===== src/rtl/gcd_fsm_core.sv =====
// Multi-cycle GCD engine: operands load serially on data_in, then the larger
// register is reduced by the smaller until both registers match.
module gcd_fsm_core #(
    parameter int WIDTH = 16
) (
    input  logic             clk,
    input  logic             rst_n,
    input  logic             start,
    input  logic [WIDTH-1:0] data_in,
    output logic             done,
    output logic [WIDTH-1:0] result
);

    localparam logic [2:0] IDLE    = 3'd0;
    localparam logic [2:0] LOAD_A  = 3'd1;
    localparam logic [2:0] LOAD_B  = 3'd2;
    localparam logic [2:0] COMPUTE = 3'd3;
    localparam logic [2:0] DONE    = 3'd4;

    logic [2:0]       state_q, state_d;
    logic [WIDTH-1:0] a_q, a_d;
    logic [WIDTH-1:0] b_q, b_d;

    always_comb begin
        state_d = state_q;
        a_d     = a_q;
        b_d     = b_q;
        case (state_q)
            IDLE: begin
                if (start) state_d = LOAD_A;
            end
            LOAD_A: begin
                a_d     = data_in;
                state_d = LOAD_B;
            end
            LOAD_B: begin
                b_d     = data_in;
                state_d = COMPUTE;
            end
            COMPUTE: begin
                // Zero guard must precede the subtract cases, otherwise a zero
                // operand would never converge.
                if (a_q == b_q) begin
                    state_d = DONE;
                end else if ((a_q == '0) || (b_q == '0)) begin
                    a_d     = a_q | b_q;
                    state_d = DONE;
                end else if (a_q < b_q) begin
                    b_d = b_q - a_q;
                end else begin
                    a_d = a_q - b_q;
                end
            end
            DONE: begin
                if (!start) state_d = IDLE;
            end
            default: state_d = IDLE;
        endcase
    end

    always_ff @(posedge clk or negedge rst_n) begin
        if (!rst_n) begin
            state_q <= IDLE;
            a_q     <= '0;
            b_q     <= '0;
        end else begin
            state_q <= state_d;
            a_q     <= a_d;
            b_q     <= b_d;
        end
    end

    assign done   = (state_q == DONE);
    assign result = a_q;

endmodule


===== config.mk =====
export PLATFORM = sky130hd
export DESIGN_NAME = gcd_fsm_core
export DESIGN_NICKNAME = d
export VERILOG_FILES = /design/src/rtl/gcd_fsm_core.sv
export SDC_FILE = /design/constraint.sdc
export NUM_CORES = 1
export LEC_CHECK = 0
export CAP_MARGIN = 20
export CORE_MARGIN = 1.5
export CORE_UTILIZATION = 53
export CTS_CLUSTER_SIZE = 8
export DETAILED_ROUTE_END_ITERATION = 7
export PLACE_DENSITY = 0.86
export SYNTH_ARGS = -nofsm -noshare
export SYNTH_HDL_FRONTEND = slang
export SYNTH_SLANG_ARGS = --single-unit

===== constraint.sdc =====
create_clock -name clk -period 2.6 [get_ports clk]
set_input_delay 0.52 -clock clk [delete_from_list [all_inputs] [get_ports clk]]
set_output_delay 0.52 -clock clk [all_outputs]
set_load 0.01 [all_outputs]

=== Yosys cells after proc, flatten, opt, wreduce, memory -nomap -nowiden ===
Cells that the tools add are included.

* Multiplexer cells: 13
* Order comparisons: 1
* Eq/ne operators: 12
* Reductions and logical operators: 9
* $add $sub $neg: 2
* Bitwise logic cells: 1

{| class="wikitable"
|+ Operators with widths
! operator !! count
|-
| $mux W16 || 6
|-
| $pmux W16 S2 || 2
|-
| $logic_not A16 Y1 || 2
|-
| $sub A16 B16 Y16 || 2
|-
| $eq A16 B16 Y1 || 1
|-
| $lt A16 B16 Y1 || 1
|-
| $or A16 B16 Y16 || 1
|-
| $pmux W3 S5 || 1
|-
| $mux W3 || 4
|-
| $ne A2 B2 Y1 const B || 5
|-
| $eq A3 B2 Y1 const B || 2
|-
| $ne A3 B3 Y1 const B || 2
|-
| $reduce_and A3 Y1 || 2
|-
| $reduce_and A4 Y1 || 1
|-
| $reduce_bool A2 Y1 || 2
|-
| $eq A3 B1 Y1 const B || 1
|-
| $eq A3 B3 Y1 const B || 1
|-
| $logic_not A3 Y1 || 1
|-
| $logic_or A1 B1 Y1 || 1
|}

* Input bits: 19
* Flip-flop bits (word level): 35
* Word-level logic and storage cells: 41
* Output and inout port bits: 17

=== Depth between registers and ports, before layout ===
* Depth in word-level cells: 5
* Mapped depth: 11
* Mapped depth without buffers: 10

=== Worst setup path after synthesis ===
OpenSTA, ideal clock, no wires.

* Kind: reg2reg
* Start: register a_q[4] (netlist: result[4])
* End: register b_q[14]
* Cell stages (with the launch flop): 11
* Period minus slack after synthesis: 2910 ps
* Data required time: 2478 ps
* Buffers on the path: 1
* Arrival time: 2789 ps
* Setup slack: -310 ps
* Setup time: 122 ps
* Cell sequence: dfrtp_1 > inv_1 > ha_1 > buf_6 > or3_4 > o2111ai_2 > a31o_1 > a21oi_2 > or4_4 > or4_1 > a32o_1

* Longest elaborated chain between the ends: 5
* Elaborated cells on any way between the ends: 13
* Those cells by class: 1 x add/sub; 1 x order compare; 4 x eq/ne; 4 x mux; 3 x reduce/logical

{| class="wikitable"
|+ RTL lines
! what !! RTL line !! text
|-
| start: declaration || 21 || <nowiki>logic [WIDTH-1:0] a_q, a_d;</nowiki>
|-
| start signal: assignment || 64 || <nowiki>a_q <= '0;</nowiki>
|-
| start signal: assignment || 68 || <nowiki>a_q <= a_d;</nowiki>
|-
| $sub A16 B16 Y16 || 49 || <nowiki>b_d = b_q - a_q;</nowiki>
|-
| $mux W16 || 48 || <nowiki>end else if (a_q < b_q) begin</nowiki>
|-
| $mux W16 || 45 || <nowiki>end else if ((a_q == '0) || (b_q == '0)) begin</nowiki>
|-
| $mux W16 || 43 || <nowiki>if (a_q == b_q) begin</nowiki>
|-
| $pmux W16 S2 || 28 || <nowiki>case (state_q)</nowiki>
|-
| end signal: assignment || 65 || <nowiki>b_q <= '0;</nowiki>
|-
| end signal: assignment || 69 || <nowiki>b_q <= b_d;</nowiki>
|-
| end: declaration || 22 || <nowiki>logic [WIDTH-1:0] b_q, b_d;</nowiki>
|}

Several ways; a longest one is shown, not always the timed one. The select of a mux whose other input is x is not followed.
A chain may end at the register's enable or synchronous reset.

=== Worst setup path in the final report ===
* Start: register a_q[0] (netlist: result[0])
* End: register b_q[14]

Same word-level chain as after synthesis.

==> results.toml <==
[critical_path]
critPathLaunchType = "flip-flop"
critPathMaxStageDelay_ns = 0.42
critPathArrivalTime_ns = 3.08
critical-path-top-delay-family = "compound AO/OA/AOI/OAI gates"
cpMaxStageDelayCell = "or4_4"
critical_path_peak_fanout = 2
worstSetupEndpointType = "flip-flop"
crit_required_ns = 2.79
path_cells = "ha_2 -> fa_2 -> o21ba_4 -> o2111ai_4 -> a31o_1 -> a21oi_2 -> or4_4 -> or4_1 -> a32o_1"
critPathKind = "flip-flop to flip-flop"
critical_path_buf_inv_count = 0

[final_layout]
fin_util_pct = 80.04
fin_nets = 646
finish.instance_area_um2 = 5408
nFillCells = 427
num_antenna_cells = 0
drive_above_1_share_pct = 34.20
layout_common_cells = "buf_4, ha_1, inv_1"
final_common_cell = "buf_4"
syn_to_final_growth_pct = 47.31
stdcell_count = 659

[drt]
viasPerCell = 6.106
drt-initial-drc-count = 280
met3_length_um = 756
met2_length_mm = 6.687
wl_per_cell_um = 20.05
met1_length_mm = 5.156
dr.max_layer_used = "met4"
route.detailed.drc = 0
num_vias = 4024
dr.pass1.iters = 5
final_antenna_net_count = 0
drt-total-wl_mm = 13.21

[die]
dieArea_um2 = 7435
core-area_um2 = 6756
die_h_um = 86.23
die_width_um = 86.23
start_util_pct = 54.33
row_count = 30
ios = 36

[sta]
setup_violations = 31
setup_slack_ns = -0.2936
post-route-min-period_ns = 2.894
max-slew-margin-rel_pct = 42.83
post-route-period-util_pct = 111.3
tns_ns = -2.597
final_max_slew_viol_count = 0
finalHoldViolations = 0
fmax_mhz = 345.6
rsz0062_at_grt = "yes"
worstMarginPinSlew_ns = 0.8576
clock_skew_ns = 0.007698

[grt]
grtUsageTotal_pct = 34.48
overflow = 0
grt_max_degree = 36
grt_pass1_vias = 4122
antenna_found_initial = 0
grt_pass1_wl_mm = 19.91

[logic_synthesis]
synthesis.area_um2 = 3671
synth_edf_count = 0
yosys-top-cells-area = "dfrtp_1, ha_1, a21oi_1"
yosysTopAreaCellShare_pct = 23.86
synth_area_per_cell_um2 = 8.158
syn_inst = 450
ys_seq_area_share_pct = 23.86
ys_types = 68
yosysTopAreaCell = "dfrtp_1"
yosys_warnings = 0
async_flop_share_pct = 100.0
synth_flop_cell = "dfrtp_1"
synthesis.nets = 518
ys_ff_latch = 35

[cts]
cts-root-buf = "clkbuf_8"
clock-sinks = 35
cts_buffer_depth = 2
clk_latency_ns = 0.30
clkSlewWorstSetupHoldPaths_ns = 0.08
cts-buffers-inserted = 5
htree_levels = 2
cts_tree = "done"
holdBufCountCts = 0

[min_path]
worstHoldPathType = "input pin to async pin"

[run_status]
status = "finished with violations"
violations = "negative setup slack"

[place]
globalplace.congestion = 0.9243
dpl_cell_area_um2 = 4792
io_buffers = 35
place_inst = 633
hpwlAfterDp_mm = 8.960

[run]
cap_viol_max_count = 0
[kinds of logic after synthesis]
kind of cell / Yosys count / share of synthesized area [%]
fa+ha+maj: 49 / 17.11
flops: 35 / 23.86
compound gates: 123 / 22.22
mux: 12 / 3.476
buf+inv: 71 / 9.202
xor+xnor: 24 / 5.726
simple gates: 136 / 18.41
[state kept, by name (all words and copies together) (netlist names)]
register  cells
result       16
b_q          16
state_q       3
[cells in the mapped netlist, types with 2 or more instances]
master	instances
a211oi_1	6
a21boi_0	2
a21o_1	2
a21oi_1	41
a22oi_1	2
a31oi_1	11
and2b_2	2
buf_2	4
buf_4	3
buf_6	5
clkbuf_1	11
dfrtp_1	35
fa_1	2
ha_1	47
inv_1	46
mux2_1	5
mux2i_1	6
nand2_1	41
nand2b_1	10
nand3_1	2
nand4_1	3
nor2_1	39
nor2b_1	6
nor3_1	5
nor4_1	12
o211ai_1	6
o21ai_0	15
o21ai_1	4
o21bai_1	4
o221ai_1	4
o311ai_0	2
o31ai_1	4
or3_1	2
or4_1	5
xnor2_1	21
xor2_1	3
[cell type report]
type                    instances  area, um^2  share of cell area [%]
multi-input cells             344        2848                   52.66
clock buffers                   8       100.1                   1.851
inverters                      46       175.2                   3.239
flip-flops and latches         35       877.1                   16.22
well taps                      80       100.1                   1.851
repair buffers                146        1308                   24.18
[worst paths after layout]
kind,slack [ns],end,from,cells past startpoint
worst max register to register,-0.29,b_q[14],result[0],9
worst max-delay path,-0.29,b_q[14],result[0],9
worst min-delay path,0.33,b_q[6],rst_n,1
max in group asynchronous,1.68,result[1],rst_n,1
worst min register to register,0.53,state_q[0],state_q[2],1
min in group clk,0.53,state_q[0],state_q[2],1
[through the flow]
stage,setup WS (ns),hold slack (ns)
global route,-0.3387,0.4146
floorplan,-0.2830,0.2244
detailed placement,-0.2589,0.5064
finish,-0.2936,0.3273
global placement,-0.2114,0.4832
CTS,-0.2392,0.3571
[timing repair]
action | in CTS | in global routing
cloned | 1 | 1
pin swaps | 16 | 10
resized for setup | 39 | 50
setup endpoints to repair | 31 | 32
setup buffers | 12 | 4
[per-layer routing]
| layer | up-vias | GRT usage [%] |
|---|---|---|
| li1 | 1827 | - |
| met1 | 1942 | 39.86 |
| met2 | 188 | 62.78 |
| met3 | 67 | 4.952 |
| met4 | 0 | 15.98 |
| met5 | - | 0 |
Power is left out: the tool's default activity adds up to more than one toggle a clock period on the data nets, which glitch-free logic cannot reach.
